[config.mk]
export PLATFORM = sky130hd
export DESIGN_NAME = conv_encoder_213
export DESIGN_NICKNAME = d
export VERILOG_FILES = /design/src/rtl/conv_encoder_213_pkg.sv /design/src/rtl/conv_encoder_213_shift.sv /design/src/rtl/conv_encoder_213.sv
export SDC_FILE = /design/constraint.sdc
export NUM_CORES = 1
export LEC_CHECK = 0
export ABC_CLOCK_PERIOD_IN_PS = 3800
export CAP_MARGIN = 20
export CORE_UTILIZATION = 53
export CTS_CLUSTER_DIAMETER = 150
export DETAILED_ROUTE_END_ITERATION = 8
export PLACE_DENSITY = 0.77
export SLEW_MARGIN = 10
export SYNTH_ARGS = -nofsm -noshare
export SYNTH_HDL_FRONTEND = slang
export SYNTH_SLANG_ARGS = --single-unit
[constraint.sdc]
create_clock -name i_clock -period 3.8 [get_ports i_clock]
set_input_delay 1.14 -clock i_clock [delete_from_list [all_inputs] [get_ports i_clock]]
set_output_delay 1.14 -clock i_clock [all_outputs]
set_load 0.05 [all_outputs]
[src/rtl/conv_encoder_213_pkg.sv]
// ============================================================================
// Module      : conv_encoder_213_pkg
// Description : Constants shared by the (2,1,3) encoder, decoder and benches.
// Revision    : 1.0 - initial release
// ============================================================================
`default_nettype none

package conv_encoder_213_pkg;

  localparam int c_ENC_N = 2;
  localparam int c_ENC_K = 1;
  localparam int c_ENC_M = 3;

  localparam logic [3:0] c_ENC_G1 = 4'b1011;
  localparam logic [3:0] c_ENC_G2 = 4'b1111;

  typedef logic [1:0] state_t;

  localparam state_t c_ST_IDLE = 2'd0;
  localparam state_t c_ST_DATA = 2'd1;
  localparam state_t c_ST_TAIL = 2'd2;
  localparam state_t c_ST_DONE = 2'd3;

endpackage

`default_nettype wire

[src/rtl/conv_encoder_213_shift.sv]
// ============================================================================
// Module      : enc213_shift
// Description : Encoder memory register with the two generator parity taps.
// Revision    : 1.0 - initial release
// ============================================================================
`default_nettype none

module enc213_shift
  import conv_encoder_213_pkg::*;
#(
  parameter int         M  = c_ENC_M,
  parameter logic [M:0] G1 = c_ENC_G1,
  parameter logic [M:0] G2 = c_ENC_G2
) (
  input  logic i_clock,
  input  logic i_reset,
  input  logic i_clr,
  input  logic i_shift,
  input  logic i_u,
  output logic o_c1,
  output logic o_c2
);

  // r_sr[M-1] holds u_{t-1}, r_sr[0] holds u_{t-M}
  logic [M-1:0] r_sr;
  logic [M:0]   w_taps;

  assign w_taps = {i_u, r_sr};
  assign o_c1   = ^(G1 & w_taps);
  assign o_c2   = ^(G2 & w_taps);

  always_ff @(posedge i_clock) begin
    if (i_reset || i_clr) begin
      r_sr <= '0;
    end else if (i_shift) begin
      r_sr <= {i_u, r_sr[M-1:1]};
    end
  end

endmodule

`default_nettype wire

[src/rtl/conv_encoder_213.sv]
// ============================================================================
// Module      : conv_encoder_213
// Description : Framed, paced (2,1,3) convolutional encoder with zero tail.
// Revision    : 1.0 - initial release
// ============================================================================
`default_nettype none

module conv_encoder_213
  import conv_encoder_213_pkg::*;
#(
  parameter int         FRAME_LEN = 20,
  parameter int         HOLD      = 3,
  parameter int         M         = c_ENC_M,
  parameter logic [M:0] G1        = c_ENC_G1,
  parameter logic [M:0] G2        = c_ENC_G2
) (
  input  logic       i_clock,
  input  logic       i_reset,
  input  logic       i_start,
  input  logic       i_din,
  input  logic       i_din_valid,
  output logic       o_din_ready,
  output logic [1:0] o_sym_out,
  output logic       o_sym_valid,
  output logic       o_seq_ready,
  output logic       o_busy,
  output logic       o_frame_done
);

  localparam int c_BIT_W  = (FRAME_LEN > 1) ? $clog2(FRAME_LEN) : 1;
  localparam int c_HOLD_W = (HOLD > 1) ? $clog2(HOLD) : 1;
  localparam int c_TAIL_W = (M > 1) ? $clog2(M) : 1;

  localparam logic [c_BIT_W-1:0]  c_LAST_BIT    = c_BIT_W'(FRAME_LEN - 1);
  localparam logic [c_HOLD_W-1:0] c_HOLD_RELOAD = c_HOLD_W'(HOLD - 1);
  localparam logic [c_TAIL_W-1:0] c_LAST_TAIL   = c_TAIL_W'(M - 1);

  state_t              r_state;
  logic [c_BIT_W-1:0]  r_bit_cnt;
  logic [c_TAIL_W-1:0] r_tail_cnt;
  logic [c_HOLD_W-1:0] r_hold_cnt;
  logic [1:0]          r_sym_out;
  logic                r_sym_valid;
  logic                r_seq_ready;
  logic                r_frame_done;

  logic w_hold_zero;
  logic w_din_ready;
  logic w_accept;
  logic w_tail_issue;
  logic w_issue;
  logic w_u;
  logic w_clr;
  logic w_c1;
  logic w_c2;

  assign w_hold_zero  = (r_hold_cnt == '0);
  assign w_din_ready  = (r_state == c_ST_DATA) && w_hold_zero;
  assign w_accept     = w_din_ready && i_din_valid;
  assign w_tail_issue = (r_state == c_ST_TAIL) && w_hold_zero;
  assign w_issue      = w_accept || w_tail_issue;
  // Tail symbols are driven by a forced zero so the trellis ends in state 0
  assign w_u          = (r_state == c_ST_DATA) ? i_din : 1'b0;
  assign w_clr        = (r_state == c_ST_IDLE) && i_start;

  enc213_shift #(
    .M  (M),
    .G1 (G1),
    .G2 (G2)
  ) u_shift (
    .i_clock (i_clock),
    .i_reset (i_reset),
    .i_clr   (w_clr),
    .i_shift (w_issue),
    .i_u     (w_u),
    .o_c1    (w_c1),
    .o_c2    (w_c2)
  );

  always_ff @(posedge i_clock) begin
    if (i_reset) begin
      r_state      <= c_ST_IDLE;
      r_bit_cnt    <= '0;
      r_tail_cnt   <= '0;
      r_hold_cnt   <= '0;
      r_sym_out    <= 2'b00;
      r_sym_valid  <= 1'b0;
      r_seq_ready  <= 1'b0;
      r_frame_done <= 1'b0;
    end else begin
      r_sym_valid  <= 1'b0;
      r_frame_done <= 1'b0;

      if (w_issue) begin
        r_sym_out   <= {w_c1, w_c2};
        r_sym_valid <= 1'b1;
        r_seq_ready <= 1'b1;
        r_hold_cnt  <= c_HOLD_RELOAD;
      end else if (!w_hold_zero) begin
        r_hold_cnt <= r_hold_cnt - 1'b1;
      end

      case (r_state)
        c_ST_IDLE: begin
          if (i_start) begin
            r_state    <= c_ST_DATA;
            r_bit_cnt  <= '0;
            r_tail_cnt <= '0;
            r_hold_cnt <= '0;
          end
        end
        c_ST_DATA: begin
          if (w_accept) begin
            if (r_bit_cnt == c_LAST_BIT) begin
              r_state   <= c_ST_TAIL;
              r_bit_cnt <= '0;
            end else begin
              r_bit_cnt <= r_bit_cnt + 1'b1;
            end
          end
        end
        c_ST_TAIL: begin
          if (w_tail_issue) begin
            if (r_tail_cnt == c_LAST_TAIL) begin
              r_state    <= c_ST_DONE;
              r_tail_cnt <= '0;
            end else begin
              r_tail_cnt <= r_tail_cnt + 1'b1;
            end
          end
        end
        c_ST_DONE: begin
          // Last tail symbol has had its full hold time on the line
          if (w_hold_zero) begin
            r_frame_done <= 1'b1;
            r_seq_ready  <= 1'b0;
            r_state      <= c_ST_IDLE;
          end
        end
        default: r_state <= c_ST_IDLE;
      endcase
    end
  end

  assign o_din_ready  = w_din_ready;
  assign o_sym_out    = r_sym_out;
  assign o_sym_valid  = r_sym_valid;
  assign o_seq_ready  = r_seq_ready;
  assign o_busy       = (r_state != c_ST_IDLE);
  assign o_frame_done = r_frame_done;

endmodule

`default_nettype wire
# Word-level counts from Yosys, hierarchy flattened
# Cells that the tools add are included.
# op_classes
n_addsub	3
n_eq_ne	11
n_mux	25
n_bitwise	1
n_reduce_logical	17
# ops
operator	n
$mux 2	13
$mux 5	3
$pmux 5 s2	1
$ne 2x2->1 const B	4
$pmux 2 s4	1
$reduce_xor 4->1	2
$eq 2x2->1 const B	3
$mux 1	6
$reduce_and 3->1	2
$reduce_and 6->1	1
$reduce_bool 2->1	3
$add 5x1->5 const B	1
$eq 5x5->1 const B	1
$logic_and 1x1->1	4
$logic_not 2->1	2
$ne 2x1->1 const B	2
$pmux 2 s2	1
$add 2x1->2 const B	1
$eq 2x1->1 const B	1
$logic_or 1x1->1	2
$reduce_or 2->1	1
$sub 2x1->2 const B	1
$not 1->1	1
# word_totals
regBits	19
in_bits	5
out_inout_bits	7
word_cells	66

# Logic depth before layout (Yosys ltp)
# Gate-level depths: netlist of the first run.
# logic_depth
word_depth	7
ltp_mapped	7
depth_no_buf	6

# By module
# Synthesis of the first run repeated with hierarchy kept, for this count alone.
# hier_totals
hier_cells	106
hier_area_um2	1001.0
# by_module_without_submodules
mod	n_inst	cells_each	area_each_um2	seq_area_each_um2
conv_encoder_213	1	94	848.3	320.3
enc213_shift	1	12	152.6	60.1

# Least setup slack after synthesis of the first run
# Ideal clock, no wire load.
# synth_path
path_kind	flip-flop to output port
start	register r_state[1]
end	output port o_din_ready
t_arrival_ns	1.167
path_slack_ns	1.493
path_stages_with_launch	5
path_buffers	1
path_cell_list	dfxtp_1 -> inv_1 -> ha_1 -> buf_2 -> and2_1
# synth_between
elab_chain_cells	2
# synth_lines
element	line_no	text
start: declaration	conv_encoder_213.sv:38	state_t r_state;
start signal: assignment	conv_encoder_213.sv:82	r_state <= c_ST_IDLE;
start signal: assignment	conv_encoder_213.sv:106	r_state <= c_ST_DATA;
start signal: assignment	conv_encoder_213.sv:115	r_state <= c_ST_TAIL;
$eq 2x1->1	conv_encoder_213.sv:58	assign w_din_ready = (r_state == c_ST_DATA) && w_hold_zero;
$logic_and 1x1->1	conv_encoder_213.sv:58	
end: declaration	conv_encoder_213.sv:22	output logic o_din_ready,
# Every way passes these cells.

# Worst setup path after layout of the first run
# Same ends and word-level chain as after synthesis.

==> results of run 1 <==
## layer usage
layer  wire length (um)  vias up
li1                   -      402
met1                877      348
met2                755        7
met3                 36        2
met4                 13        0
met5                  0        -
## layout by cell type, fill, tap and decap left out, types with 2 or more instances in the layout
master                            count
sky130_fd_sc_hd__nand2_1              6
sky130_fd_sc_hd__clkbuf_4             3
sky130_fd_sc_hd__a21oi_1              5
sky130_fd_sc_hd__dfxtp_1             19
sky130_fd_sc_hd__ha_1                 5
sky130_fd_sc_hd__inv_1                6
sky130_fd_sc_hd__nand4_1              2
sky130_fd_sc_hd__xnor2_1              2
sky130_fd_sc_hd__mux2i_1              6
sky130_fd_sc_hd__nor2_1              14
sky130_fd_sc_hd__nand3_1              4
sky130_fd_sc_hd__nor3b_1              3
sky130_fd_sc_hd__clkdlybuf4s50_1     11
sky130_fd_sc_hd__o32ai_1              2
sky130_fd_sc_hd__nand2b_1             7
sky130_fd_sc_hd__o21ai_0              5
## worst min-delay path by stage
stage | start | depth (start not counted) | endpoint
floorplan | r_bit_cnt[1] | 2 | r_bit_cnt[1]
global placement | o_sym_out[1] | 2 | o_sym_out[1]
detailed placement | o_sym_out[1] | 2 | o_sym_out[1]
CTS | o_seq_ready | 2 | o_seq_ready
global route | r_bit_cnt[1] | 2 | r_bit_cnt[1]
finish | o_sym_out[1] | 2 | o_sym_out[1]
## flip-flops by register name (all words and copies together), names as in the netlist
signal	count
r_hold_cnt	2
o_seq_ready	1
r_tail_cnt	2
o_frame_done	1
r_bit_cnt	5
o_sym_valid	1
r_state	2
u_shift.r_sr	3
o_sym_out	2
## logic make-up after synthesis
kind of cell | count (synthesis) | share of synthesized area (%)
muxes | 8 | 8.51
and+or+nand+nor | 44 | 24.7
buffers and inverters | 11 | 5.28
xor gates and xnor gates | 3 | 2.71
adders and majority gates | 5 | 6.44
AOI/OAI and AO/OA | 20 | 13.1
DFF | 19 | 39.2
## power groups by stage
stage | clock, W | combinational, W | sequential, W
floorplan | 0 | 0.000253 | 0.000304
detailed placement | 0 | 0.000383 | 0.000262
finish | 0.000102 | 0.000385 | 0.000258
global placement | 0 | 0.000381 | 0.000259
global route | 0.000116 | 0.000418 | 0.000262
CTS | 0.000105 | 0.000386 | 0.000257
## through the flow
stage	total power, W	hold WS, ns	area [um^2]	setup WS, ns	utilization [%]
3_3_place_gp	0.000641	0.476	1080	0.928	62.8
2_1_floorplan	0.000557	0.463	971	1.49	-
4_1_cts	0.000748	0.510	1110	0.547	64.3
3_5_place_dp	0.000645	0.486	1080	0.881	62.8
6_report	0.000745	0.507	1110	0.546	64.3
5_1_grt	0.000797	0.519	1110	0.449	64.3
## worst max-delay path: cells and delay by family (launching register included)
family	cells	cell delay [ns]
adders and majority gates	1	0.40
buffers and inverters	2	0.88
DFF	1	0.36
and+or+nand+nor	1	0.19
## cell type report
cell class	instances	share of cell area (%)
Sequential cell	19	34.2
Tap cell	25	2.82
Clock buffer	3	2.03
Multi-Input combinational cell	80	48.5
Inverter	6	2.03
Timing Repair Buffer	11	9.91
Clock inverter	1	0.450
==> results.py, run 1 <==
metrics = {
    "outcome": {
        "status": "finished clean",
    },
    "route": {
        "route.detailed.wl_per_inst_um": 11.6,
        "drt.antenna.violating_nets": 0,
        "drt_pass1_iterations": 4,
        "num_vias": 759,
        "first_iter_violations": 8,
        "routed_wirelength_um": 1680,
        "vias_per_cell": 5.23,
        "drc": 0,
    },
    "logic_synthesis": {
        "netlist.top_cell.by_area": "sky130_fd_sc_hd__dfxtp_1",
        "synth.most_common_cell": "sky130_fd_sc_hd__dfxtp_1",
        "synth-async-reset-ratio_pct": 0,
        "postSynthCellCount": 110,
        "mappedNetlistArea_um2": 971,
        "post_synth_num_cell_types": 36,
        "synth.area.top_cells": "sky130_fd_sc_hd__dfxtp_1, sky130_fd_sc_hd__ha_1, sky130_fd_sc_hd__mux2i_1",
        "main_synth_ff_type": "sky130_fd_sc_hd__dfxtp_1",
        "synthesis.nets": 120,
        "yosys_warnings": 0,
        "synth-seq-area-share_pct": 39.2,
        "netlist_top_cells_count": "sky130_fd_sc_hd__dfxtp_1, sky130_fd_sc_hd__nor2_1, sky130_fd_sc_hd__nand2b_1",
        "synth_edf_count": 0,
        "syn-mean-instance-area_um2": 8.83,
        "synth.ff_latch_count": 19,
        "yosysTopAreaCellShare_pct": 39.2,
    },
    "sta": {
        "setup_repair_after_global_routing_missed_its_margin": "false",
        "finalMaxSlewViolations": 0,
        "finalHoldViolations": 0,
        "final.period_utilization_pct": 85.6,
        "setup_viol": 0,
        "max_clock_freq_ghz": 0.307,
        "largest_clock_skew_in_the_final_design_ns": 0.00587,
        "timing.setup.tns_ns": 0,
        "tightestPinTransition_ns": 0.609,
        "relSlewSlack_pct": 59.3,
        "min_tclk_post_route_ns": 3.25,
    },
    "critical_path": {
        "cp_max_fo": 12,
        "reg2reg_from": "r_state[1]",
        "rrSetupSlack_ns": 1.90,
        "worstSetupPathType": "reg2out",
        "critPathCaptureType": "output pin",
        "worst_reg_to_reg_path_cell_count": 6,
        "cp_data_arrival_time_ns": 2.11,
        "setup.worst_path.start": "r_state[1]",
        "timing.critical_path.to": "o_din_ready",
        "worst_ep_required_time_ns": 2.66,
        "r2r_end": "o_sym_out[1]",
        "crit_chain": "inv_1 -> ha_1 -> and2_1 -> clkdlybuf4s50_1",
        "critPathLaunchType": "flip-flop",
        "library_cell_contributing_the_largest_single_delay_on_the_critical_path": "sky130_fd_sc_hd__clkdlybuf4s50_1",
        "slowest_stage_delay_cp_ns": 0.79,
    },
    "die": {
        "die_area_um2": 2010,
        "chip_height_um": 44.8,
        "initial_core_util_pct": 56.2,
        "die_w_um": 44.8,
        "fp-row-count": 15,
        "design.core.area_um2": 1730,
        "io-pin-count": 12,
    },
    "cells_and_area": {
        "antenna_cells": 0,
        "multi_input_area_um2": 539,
        "final-instance-count-excl-fill": 145,
        "ff_latch_area_um2": 380,
        "filler_instances": 153,
        "synthToLayoutAreaGrowth_pct": 14.4,
        "layout.nets": 131,
        "post_route_cells_drive_above_1_share_pct": 6.67,
    },
    "power_and_ir_drop": {
        "clock_power_share_pct": 13.7,
        "comb_power_share_pct": 51.6,
        "power_density_nw_per_um2": 671,
        "p_switching_w": 0.000331,
        "maximum_ir_drop_on_the_vdd_rail_v": 0.000428,
        "pwr-share-seq_pct": 34.6,
        "switching_share_pct": 44.4,
        "p_leak_nw": 0.416,
        "intPower_w": 0.000414,
    },
    "clocking": {
        "max-clock-path-buffers": 2,
        "tritoncts": "built",
        "cts.sink_count": 19,
        "hold_buffers": 0,
        "cts.repair.resized": 0,
        "cts-root-buf": "sky130_fd_sc_hd__clkbuf_4",
        "worst_skew_pair.late_latency_ns": 0.30,
        "cts-buffers-inserted": 3,
        "htreeDepth": 1,
        "cts_setup_buffers": 0,
        "clkSlewWorstSetupHoldPaths_ns": 0.11,
    },
    "place": {
        "place_inst": 141,
        "detailedPlacementHpwl_um": 1240,
        "numPortBuffers": 11,
        "rd_place_congestion": 0.771,
    },
    "grt": {
        "busiest_layer": "met2",
        "grt_antenna_before_repair": 0,
        "grt_pass1_wl_um": 2800,
        "vias_in_the_first_global_route": 681,
        "largest_net_degree_at_the_start_of_global_routing": 20,
        "grt_util_met2_pct": 30.0,
        "groute.layer.met1.usage_pct": 25.6,
        "global_route.overflow_total": 0,
        "groute.layer.met3.usage_pct": 3.60,
        "gr-usage-all-layers_pct": 18.9,
    },
    "min_path": {
        "hp-class": "reg2reg",
    },
    "job": {
        "max_cap_violations": 0,
    },
}
Note: power is estimated with default switching activity, not from simulation.
==> run 2: changes to the inputs <==
Settings changed: TNS_END_PERCENT from default to 10.
==> results of run 2 <==
Final layout, timing and power as in run 1 (identical DEF).
